[src/rtl/fsm_pulse_logger_if.sv]
// Record stream interface between the pulse logger and its consumer.
// rec_valid : head record available (FIFO non-empty)
// rec_ready : consumer accepts the head record this cycle
// rec_len   : head record, pulse length in cycles (0 when empty)
interface fsm_pulse_logger_if #(
  parameter int unsigned LEN_W = 8
);
  logic             rec_valid;
  logic             rec_ready;
  logic [LEN_W-1:0] rec_len;

  modport master (output rec_valid, output rec_len, input rec_ready);
  modport slave  (input rec_valid, input rec_len, output rec_ready);
endinterface

[src/rtl/fsm_pulse_logger.sv]
// Pulse logger: measures high pulses of a registered FSM output, counts
// completed pulses, flags pulses that stay high too long and queues
// per-pulse lengths in a first-word-fall-through FIFO.
// Ports:
//   clk, rst      : clock, synchronous active-high reset
//   i_en          : allows a new pulse measurement to start
//   i_y_in        : monitored signal (already in the clk domain)
//   i_clr         : clears evt_count, stuck and overflow
//   rec_if        : record stream (valid/ready/len), master side
//   o_evt_count   : completed pulses since reset or clear (saturating)
//   o_stuck       : sticky, a pulse reached TIMEOUT samples
//   o_overflow    : sticky, a record was dropped on a full FIFO
//   o_fifo_full   : FIFO holds DEPTH records
module fsm_pulse_logger #(
  parameter int unsigned LEN_W   = 8,
  parameter int unsigned CNT_W   = 16,
  parameter int unsigned DEPTH   = 4,
  parameter int unsigned TIMEOUT = 200
) (
  input  logic                   clk,
  input  logic                   rst,
  input  logic                   i_en,
  input  logic                   i_y_in,
  input  logic                   i_clr,
  fsm_pulse_logger_if.master     rec_if,
  output logic [CNT_W-1:0]       o_evt_count,
  output logic                   o_stuck,
  output logic                   o_overflow,
  output logic                   o_fifo_full
);

  localparam int unsigned PTR_W = $clog2(DEPTH);
  localparam int unsigned OCC_W = PTR_W + 1;
  localparam logic [LEN_W-1:0] LEN_MAX   = '1;
  localparam logic [LEN_W-1:0] TIMEOUT_L = LEN_W'(TIMEOUT);
  localparam logic [CNT_W-1:0] CNT_MAX   = '1;
  localparam logic [OCC_W-1:0] OCC_FULL  = OCC_W'(DEPTH);

  typedef enum logic [1:0] {
    ST_IDLE  = 2'd0,
    ST_HIGH  = 2'd1,
    ST_STUCK = 2'd2
  } state_t;

  state_t           r_state;
  state_t           w_state_nxt;
  logic [LEN_W-1:0] r_len;
  logic [LEN_W-1:0] w_len_nxt;
  logic [LEN_W-1:0] w_len_inc;
  logic             w_push;
  logic             w_stuck_set;

  logic [LEN_W-1:0] r_mem [DEPTH];
  logic [PTR_W-1:0] r_wptr;
  logic [PTR_W-1:0] r_rptr;
  logic [OCC_W-1:0] r_occ;
  logic [OCC_W-1:0] w_occ_nxt;
  logic             r_valid;
  logic             r_full;
  logic             w_pop;
  logic             w_do_push;
  logic             w_drop;

  logic [CNT_W-1:0] r_evt;
  logic             r_stuck;
  logic             r_overflow;

  // Saturating length increment
  assign w_len_inc = (r_len == LEN_MAX) ? r_len : r_len + LEN_W'(1);

  // State register
  always_ff @(posedge clk) begin
    if (rst) begin
      r_state <= ST_IDLE;
      r_len   <= '0;
    end else begin
      r_state <= w_state_nxt;
      r_len   <= w_len_nxt;
    end
  end

  // Next-state, length and push/stuck strobes
  always_comb begin
    w_state_nxt = r_state;
    w_len_nxt   = r_len;
    w_push      = 1'b0;
    w_stuck_set = 1'b0;
    case (r_state)
      ST_IDLE: begin
        if (i_en && i_y_in) begin
          w_len_nxt = LEN_W'(1);
          if (TIMEOUT_L == LEN_W'(1)) begin
            w_state_nxt = ST_STUCK;
            w_stuck_set = 1'b1;
          end else begin
            w_state_nxt = ST_HIGH;
          end
        end
      end
      ST_HIGH: begin
        if (i_y_in) begin
          w_len_nxt = w_len_inc;
          if (w_len_inc == TIMEOUT_L) begin
            w_state_nxt = ST_STUCK;
            w_stuck_set = 1'b1;
          end
        end else begin
          w_push      = 1'b1;
          w_len_nxt   = '0;
          w_state_nxt = ST_IDLE;
        end
      end
      ST_STUCK: begin
        if (i_y_in) begin
          w_len_nxt = w_len_inc;
        end else begin
          w_push      = 1'b1;
          w_len_nxt   = '0;
          w_state_nxt = ST_IDLE;
        end
      end
      default: begin
        w_state_nxt = ST_IDLE;
        w_len_nxt   = '0;
      end
    endcase
  end

  // FIFO control: a pop frees the slot a same-edge push needs when full
  assign w_pop     = r_valid && rec_if.rec_ready;
  assign w_do_push = w_push && (!r_full || w_pop);
  assign w_drop    = w_push && r_full && !w_pop;
  assign w_occ_nxt = r_occ + OCC_W'(w_do_push) - OCC_W'(w_pop);

  // FIFO pointers, occupancy and registered flags
  always_ff @(posedge clk) begin
    if (rst) begin
      r_wptr  <= '0;
      r_rptr  <= '0;
      r_occ   <= '0;
      r_valid <= 1'b0;
      r_full  <= 1'b0;
    end else begin
      if (w_do_push) r_wptr <= r_wptr + PTR_W'(1);
      if (w_pop)     r_rptr <= r_rptr + PTR_W'(1);
      r_occ   <= w_occ_nxt;
      r_valid <= (w_occ_nxt != '0);
      r_full  <= (w_occ_nxt == OCC_FULL);
    end
  end

  // FIFO storage; contents are masked by r_valid so no reset is needed
  always_ff @(posedge clk) begin
    if (w_do_push) r_mem[r_wptr] <= r_len;
  end

  // Event counter and sticky flags; clear wins over same-edge updates
  always_ff @(posedge clk) begin
    if (rst || i_clr) begin
      r_evt      <= '0;
      r_stuck    <= 1'b0;
      r_overflow <= 1'b0;
    end else begin
      if (w_push && (r_evt != CNT_MAX)) r_evt <= r_evt + CNT_W'(1);
      if (w_stuck_set) r_stuck    <= 1'b1;
      if (w_drop)      r_overflow <= 1'b1;
    end
  end

  assign rec_if.rec_valid = r_valid;
  assign rec_if.rec_len   = r_valid ? r_mem[r_rptr] : '0;
  assign o_evt_count      = r_evt;
  assign o_stuck          = r_stuck;
  assign o_overflow       = r_overflow;
  assign o_fifo_full      = r_full;

endmodule

[src/flat_wrapper.sv]
// flat-port wrapper written by rule: the top's interface ports become plain ports
module fsm_pulse_logger_flat 
#(
  parameter int unsigned LEN_W   = 8,
  parameter int unsigned CNT_W   = 16,
  parameter int unsigned DEPTH   = 4,
  parameter int unsigned TIMEOUT = 200
)
  (clk, rst, i_en, i_y_in, i_clr, o_evt_count, o_stuck, o_overflow, o_fifo_full, rec_if_rec_valid, rec_if_rec_len, rec_if_rec_ready);
  fsm_pulse_logger_if #(.LEN_W(LEN_W)) rec_if_i ();
  input  logic clk;
  input  logic rst;
  input  logic i_en;
  input  logic i_y_in;
  input  logic i_clr;
  output logic [CNT_W-1:0] o_evt_count;
  output logic o_stuck;
  output logic o_overflow;
  output logic o_fifo_full;
  output wire logic [$bits(rec_if_i.rec_valid)-1:0] rec_if_rec_valid;
  output wire logic [$bits(rec_if_i.rec_len)-1:0] rec_if_rec_len;
  input wire logic [$bits(rec_if_i.rec_ready)-1:0] rec_if_rec_ready;
  assign rec_if_rec_valid = rec_if_i.rec_valid;
  assign rec_if_rec_len = rec_if_i.rec_len;
  assign rec_if_i.rec_ready = rec_if_rec_ready;
  fsm_pulse_logger #(.LEN_W(LEN_W), .CNT_W(CNT_W), .DEPTH(DEPTH), .TIMEOUT(TIMEOUT)) u_core (.clk(clk), .rst(rst), .i_en(i_en), .i_y_in(i_y_in), .i_clr(i_clr), .rec_if(rec_if_i), .o_evt_count(o_evt_count), .o_stuck(o_stuck), .o_overflow(o_overflow), .o_fifo_full(o_fifo_full));
endmodule
[config.mk]
export PLATFORM = sky130hd
export DESIGN_NAME = fsm_pulse_logger_flat
export DESIGN_NICKNAME = d
export VERILOG_FILES = /design/src/rtl/fsm_pulse_logger_if.sv /design/src/rtl/fsm_pulse_logger.sv /design/src/flat_wrapper.sv
export SDC_FILE = /design/constraint.sdc
export NUM_CORES = 1
export LEC_CHECK = 0
export BUFFER_PORTS_ARGS = -buffer_cell sky130_fd_sc_hd__buf_4
export CELL_PAD_IN_SITES_DETAIL_PLACEMENT = 2
export CELL_PAD_IN_SITES_GLOBAL_PLACEMENT = 2
export CORE_AREA = 2 2 107 109
export CTS_BUF_LIST = sky130_fd_sc_hd__clkbuf_4 sky130_fd_sc_hd__clkbuf_8 sky130_fd_sc_hd__clkbuf_16
export DETAILED_ROUTE_END_ITERATION = 8
export DIE_AREA = 0 0 109 111
export PLACE_DENSITY_LB_ADDON = 0.1
export REMOVE_ABC_BUFFERS = 1
export SLEW_MARGIN = 20
export SYNTH_ARGS = -nofsm -noshare
export SYNTH_HDL_FRONTEND = slang
export SYNTH_SLANG_ARGS = --single-unit
[constraint.sdc]
create_clock -name clk -period 2.7 [get_ports clk]
set_input_delay 0.27 -clock clk [delete_from_list [all_inputs] [get_ports clk]]
set_output_delay 0.27 -clock clk [all_outputs]
set_load 0.02 [all_outputs]
==> results of run 1 <==
## worst min path at each step
stage	startpoint	end
after floorplan	rst	u_core.r_occ[1]$_SDFF_PP0_
after global placement	u_core.o_overflow$_SDFFE_PP0P_	u_core.o_overflow$_SDFFE_PP0P_
after detailed placement	u_core.o_overflow$_SDFFE_PP0P_	u_core.o_overflow$_SDFFE_PP0P_
after CTS	i_y_in	u_core.r_state[1]$_SDFFE_PP0P_
after global routing	rst	u_core.r_rptr[0]$_SDFFE_PP0P_
final	rst	u_core.r_rptr[0]$_SDFFE_PP0P_
## kinds of logic (layout without fill, tap and decap cells)
| group | Yosys count | in the layout | share of synthesized area [%] |
|---|---|---|---|
| multiplexers | 10 | 10 | 6.20 |
| AND/OR/NAND/NOR | 122 | 122 | 20.5 |
| flip-flops | 71 | 71 | 53.9 |
| XOR/XNOR | 17 | 17 | 4.61 |
| AO/OA/AOI/OAI | 38 | 38 | 7.17 |
| adder cells (fa/ha/maj) | 13 | 13 | 5.27 |
| buffers and inverters | 19 | 65 | 2.29 |
## flip-flops by register name (all words and copies together), names as in the netlist, named ones only
name and count:
u_core.r_len 8, u_core.r_wptr 2, u_core.r_mem 32, u_core.r_rptr 2, u_core.rec_if.rec_valid 1, u_core.o_evt_count 16
u_core.r_state 2, u_core.o_stuck 1, u_core.r_occ 3, u_core.o_fifo_full 1, u_core.o_overflow 1
## per-stage QoR
| step | hold slack (ns) | cells |
|---|---|---|
| floorplan | 0.337 | 283 |
| CTS | 0.279 | 479 |
| finish | 0.285 | 479 |
| global placement | 0.497 | 463 |
| detailed placement | 0.500 | 463 |
| global route | 0.305 | 479 |
## Yosys cell counts (all sizes together)
| cell | number | area share, % |
|---|---|---|
| a221oi | 1 | 0.27 |
| nor4 | 5 | 2.0 |
| nand2b | 4 | 0.77 |
| nand4 | 5 | 1.2 |
| a31oi | 3 | 0.58 |
| nand2 | 17 | 2.0 |
| buf | 2 | 0.31 |
| a21oi | 13 | 2.1 |
| or2 | 4 | 0.85 |
| nor3 | 12 | 2.0 |
| a32oi | 1 | 0.27 |
| xnor2 | 15 | 4.1 |
| and4 | 1 | 0.27 |
| clkbuf | 5 | 0.58 |
| o21ai | 11 | 1.7 |
| a211oi | 2 | 0.46 |
| o311ai | 1 | 0.27 |
| o31ai | 1 | 0.23 |
| and3 | 1 | 0.19 |
| mux4 | 8 | 5.6 |
| a41oi | 2 | 0.54 |
| mux2i | 2 | 0.62 |
| ha | 12 | 4.6 |
| nor3b | 1 | 0.23 |
| a22oi | 1 | 0.23 |
| inv | 12 | 1.4 |
| nor2b | 6 | 1.2 |
| edfxtp | 32 | 30 |
| a21o | 1 | 0.23 |
| nand3 | 12 | 1.9 |
| and2 | 15 | 2.9 |
| xor2 | 2 | 0.54 |
| nand4b | 1 | 0.27 |
| fa | 1 | 0.62 |
| or4b | 1 | 0.31 |
| o211ai | 1 | 0.23 |
| nor2 | 35 | 4.1 |
| or3 | 2 | 0.39 |
| dfxtp | 39 | 24 |
## layer usage
metal | wire (um) | vias up | GRT usage (%)
li1 | - | 1128 | -
met1 | 3680 | 1120 | 18.7
met2 | 3740 | 28 | 22.2
met3 | 242 | 9 | 3.41
met4 | 110 | 0 | 5.47
met5 | 0 | - | 0
## critical path, cell delays in order, from the launching register on
cell	delay [ns]
dfxtp_1	0.40
inv_1	0.09
ha_1	0.36
nand2b_1	0.13
a21oi_2	0.16
ha_1	0.17
inv_1	0.05
fa_1	0.51
nor2b_1	0.16
o21ai_0	0.09
## power by group through the flow
stage                     logic, mW  registers, mW  clock network [mW]
after detailed placement      0.523           1.25                   0
after global routing          0.568           1.24                1.36
after floorplan               0.310           1.26                   0
final                         0.507           1.23                1.28
after global placement        0.508           1.25                   0
after CTS                     0.525           1.23                1.32
## final cells by class
cell class | instances | area, um^2
repair buffers | 37 | 278
well taps | 143 | 179
clock inverters | 7 | 97.6
flip-flops and latches | 71 | 1740
fillers | 1185 | 7100
clock buffers | 9 | 225
multi-input cells | 200 | 1410
inverters | 12 | 45.0
==> run_results.csv, run 1 <==
group,metric,value,unit
power,peakVddDrop,304,uV
final_layout,fin_nets,350,
final_layout,antenna_cells,0,
place,dp_hpwl,5.59,mm
timing,worst_slack,0.455,ns
critical_path,start_kind,"register",
timing,rsz0062_at_grt,"false",
min_path,hold_path_class,"primary input to register",
place,routabilityCongestion,0.688,
global_route,grt_pass1_wl,12.8,mm
global_route,grt_use_total,14.1,%
timing,tns,0,ns
final_layout,syn_to_final_growth,23.2,%
die,ios,34,
power,swShare,26.0,%
timing,finalCriticalPeriod,2.24,ns
cts,cts_sinks,71,
final_layout,final_common_cell,"dfxtp_1",
power,power_density,757,nW/um^2
cts,cts_max_path_buffers,2,
synth,ys_ff_latch,71,
timing,skew,0.00714,ns
synth,syn-mean-instance-area,11.1,um^2
detailed_routing,wire_per_inst,16.2,um
timing,hold_viol,0,
global_route,grt_pass1_vias,2500,
cts,cts_buffers,9,
die,initial_core_util,29.2,%
global_route,grt_start_max_net_pins,21,
critical_path,cp.required,2.90,ns
die,core,11100,um^2
timing,slew_headroom,59.3,%
place,portBuffers,33,
die,die_y,111,um
die,rows,39,
critical_path,critPathKind,"register to register",
final_layout,final_cell_area,3980,um^2
final_layout,final_core_util,35.9,%
synth,ys.warnings.count,0,
cts,cts-root-buf,"clkbuf_16",
power,p_leak,1.36,nW
critical_path,rr_worst_depth,9,
final_layout,mostFrequentLayoutCells,"39 x dfxtp_1, 37 x buf_4, 35 x nor2_1",
final_layout,drive_gt1_share,21.7,%
cts,cts_hold_buf,0,
cts,post_cts_resized,0,
detailed_routing,ant_nets,0,
power,p_switching,784,uW
power,internal_power,2.23,mW
global_route,antenna_found_initial,0,
detailed_routing,via_per_inst,4.77,
cts,clkTransAtPathRegs,0.06,ns
power,p_clk_share,42.5,%
cts,worst_skew_pair.late_latency,0.33,ns
critical_path,crit_fanout,5,
power,report.power.total,3.01,mW
critical_path,endpoint_kind,"register",
power,combPwrFrac,16.8,%
critical_path,crit_path_end,"u_core.rec_if.rec_valid$_SDFF_PP0_",
power,seqPwrFrac,40.7,%
cts,ctsHtreeMaxLevel,3,
global_route,overflow,0,
critical_path,r2r-start,"u_core.r_state[0]$_SDFFE_PP0P_",
timing,clock.fmax,445,MHz
critical_path,r2r_end,"u_core.rec_if.rec_valid$_SDFF_PP0_",
run,drv_cap,0,
die,die_x,109,um
timing,worstMarginPinSlew,0.606,ns
synth,mappedNetlistArea,3230,um^2
timing,report.final.setup_viol,0,
cts,cts_setup_buffers,0,
place,placed_area,3660,um^2
critical_path,r2r_slack,0.46,ns
detailed_routing,drt-pass1-iter-count,4,
die,die_area,12100,um^2
timing,drv_slew,0,
synth,synth_seq_area_share,53.9,%
detailed_routing,vias,2285,
critical_path,crit_start,"u_core.r_state[0]$_SDFFE_PP0P_",
timing,fin_crit_sh,83.1,%
place,dp_slack,0.434,ns
synth,synth.distinct_cells,46,
detailed_routing,finalWirelength,7.77,mm
detailed_routing,drc,0,
min_path,min_delay_path_depth,2,
detailed_routing,initialDrtViolationCount,59,
critical_path,cp_data_arrival_time,2.45,ns
synth,syn_inst,290,
cts,cts_tree,"done",
run_status,status,"finished clean",
Power figures use the tool's default switching activity.
==> run 2, diff against run 1 <==
Settings changed: ABC_AREA set to 1, CORE_AREA 2 2 107 109 to 2 2 109 111, DIE_AREA 0 0 109 111 to 0 0 111 113.
Clock period 2.7 ns to 2.29 ns, I/O delays scaled along.
==> run 2 against run 1 <==
Clock skew decreased by 0.00073 ns. Setup slack got worse by 0.25 ns. Cell count increased by 24%. Via count increased by 23%. Register-to-register slack got worse by 0.25 ns. Non-clock buffer count increased by 9.
==> run_results.csv, run 2 <==
group,metric,value,unit
timing,skew,0.00641,ns
final_layout,largest_register_ff_count,32,
die,rows,39,
cts,cts-root-buf,"clkbuf_16",
min_path,hold_path.startpoint,"rst",
cts,cts_buffers,9,
synth,yosys.area.top_type,"edfxtp_1",
detailed_routing,drt-pass1-iter-count,4,
timing,report.final.setup_viol,0,
timing,slew_headroom,70.1,%
die,die_y,113,um
timing,worstMarginPinSlew,0.447,ns
synth,syn_inst,395,
final_layout,final_common_cell,"nand2_1",
cts,cts_setup_buffers,0,
die,die_x,111,um
critical_path,crit_fanout,4,
detailed_routing,drc,0,
critical_path,cp.required,2.53,ns
cts,cts_sinks,71,
timing,clock.fmax,480,MHz
place,portBuffers,33,
global_route,overflow,0,
timing,finalCriticalPeriod,2.08,ns
critical_path,rr_worst_depth,10,
critical_path,r2r-start,"u_core.r_state[1]$_SDFFE_PP0P_",
final_layout,largest-register,"u_core.r_mem",
cts,clkTransAtPathRegs,0.06,ns
detailed_routing,wire_per_inst,15.9,um
timing,tns,0,ns
timing,hold_slack,0.197,ns
global_route,grt_use_total,16.0,%
detailed_routing,initialDrtViolationCount,87,
detailed_routing,finalWirelength,9.45,mm
final_layout,antenna_cells,0,
min_path,hold_path_class,"primary input to register",
power,report.power.total,3.55,mW
timing,drv_slew,0,
cts,post_cts_resized,0,
global_route,antenna_found_initial,0,
global_route,grt_start_max_net_pins,17,
place,dp_hpwl,7.06,mm
detailed_routing,via_per_inst,4.76,
timing,hold_viol,0,
run,drv_cap,0,
die,ios,34,
synth,synth_seq_area_share,52.0,%
final_layout,mostFrequentLayoutCells,"72 x nand2_1, 62 x nor2_1, 46 x buf_4",
cts,cts_tree,"done",
cts,cts_hold_buf,0,
critical_path,r2r_slack,0.21,ns
die,core,11300,um^2
min_path,min_delay_path_depth,2,
global_route,grt_pass1_wl,15.7,mm
run_status,status,"finished clean",
detailed_routing,vias,2820,
die,initial_core_util,29.7,%
min_path,hold_path_end,"u_core.r_state[0]$_SDFFE_PP0P_",
critical_path,r2r_end,"u_core.rec_if.rec_valid$_SDFF_PP0_",
place,routabilityCongestion,0.743,
synth,ys.warnings.count,0,
critical_path,critPathKind,"register to register",
synth,synthTopCellsByCount,"72 x nand2_1, 62 x nor2_1, 44 x inv_1",
power,peakVddDrop,297,uV
critical_path,crit_chain,"inv_1 -> ha_1 -> nand2_1 -> a21oi_2 -> ha_1 -> inv_1 -> fa_1 -> xor2_1 -> nand2_1 -> nand2_1",
synth,synth_flop_cell,"dfxtp_1",
final_layout,fin_cells,593,
synth,syn-mean-instance-area,8.49,um^2
synth,synth.distinct_cells,35,
critical_path,cp_data_arrival_time,2.32,ns
synth,synth_top_area_share,28.7,%
critical_path,worst_path_max_delay_cell,"dfxtp_1",
cts,cts_max_path_buffers,2,
final_layout,fin_nets,464,
synth,ys_ff_latch,71,
global_route,grt_pass1_vias,3060,
timing,rsz0062_at_grt,"false",
power,power_density,854,nW/um^2
timing,fin_crit_sh,90.9,%
final_layout,drive_gt1_share,19.8,%
synth,async_flop_share,0,%
cts,ctsHtreeMaxLevel,3,
synth,mappedNetlistArea,3350,um^2
cts,worst_skew_pair.late_latency,0.34,ns
die,die_area,12500,um^2
critical_path,start_kind,"register",
critical_path,crit_path_frequent_cell,"nand2_1",
synth,synth_area_leaders,"edfxtp_1 29%, dfxtp_1 23%, nand2_1 8.1%",
power,p_leak,1.72,nW
critical_path,endpoint_kind,"register",
critical_path,critical_path.max_stage_delay,0.38,ns
detailed_routing,ant_nets,0,
place,dp_cells,577,
final_layout,syn_to_final_growth,24.0,%
synth,synth_edf_count,32,
synth,yosysMostFrequentCell,"nand2_1",
==> run 2: power by group <==
group          total, mW  internal [mW]  switching [mW]
logic              0.661          0.240           0.421
clock network       1.44          0.856           0.581
registers           1.45           1.39          0.0584
total               3.55           2.49            1.06
==> run 2: area by class of cell <==
| class | instances | area (um^2) |
|---|---|---|
| Clock inverter | 7 | 78.8 |
| Clock buffer | 9 | 225 |
| Inverter | 49 | 184 |
| Sequential cell | 71 | 1740 |
| Timing Repair Buffer | 46 | 345 |
| Multi-Input combinational cell | 268 | 1400 |
| Tap cell | 143 | 179 |
| Fill cell | 1295 | 7120 |
==> run 2: logic make-up (layout without fill, tap and decap cells) <==
kind of cell	after synthesis	after routing	synth area share, %
compound gates	65	65	10.6
xor+xnor	6	6	1.57
fa+ha+maj	13	13	5.08
buf+inv	56	111	6.31
flops	71	71	52.0
simple gates	184	184	24.5
==> run 2: metal layers <==
| metal | GRT usage (%) | wire length [um] |
|---|---|---|
| met1 | 18.3 | 4030 |
| met2 | 29.2 | 5010 |
| met3 | 3.16 | 215 |
| met4 | 6.83 | 197 |
| met5 | 0 | 0 |
==> run 2: stage by stage <==
stage / util (%) / instance area (um^2) / setup slack, ns
2_1_floorplan: - / 3320 / 0.314
3_3_place_gp: 34.1 / 3850 / 0.263
3_5_place_dp: 34.1 / 3850 / 0.164
4_1_cts: 36.8 / 4150 / 0.0967
5_1_grt: 36.9 / 4160 / 0.0495
6_report: 36.9 / 4160 / 0.208
==> run 2: worst max path at each step <==
stage,from,slack (ns),end
floorplan,u_core.r_state[0]$_SDFFE_PP0P_,0.31,u_core.rec_if.rec_valid$_SDFF_PP0_
detailed placement,u_core.r_state[1]$_SDFFE_PP0P_,0.16,u_core.rec_if.rec_valid$_SDFF_PP0_
CTS,u_core.r_state[1]$_SDFFE_PP0P_,0.1,u_core.rec_if.rec_valid$_SDFF_PP0_
global placement,u_core.r_state[0]$_SDFFE_PP0P_,0.26,u_core.rec_if.rec_valid$_SDFF_PP0_
global route,u_core.r_state[1]$_SDFFE_PP0P_,0.05,u_core.rec_if.rec_valid$_SDFF_PP0_
finish,u_core.r_state[1]$_SDFFE_PP0P_,0.21,u_core.rec_if.rec_valid$_SDFF_PP0_
==> run 2: critical path: cells and delay by family, from the launching register on <==
kind | cells | cell delay [ns]
buf+inv | 2 | 0.14
flops | 1 | 0.38
xor+xnor | 1 | 0.17
fa+ha+maj | 3 | 0.87
simple gates | 3 | 0.26
compound gates | 1 | 0.17
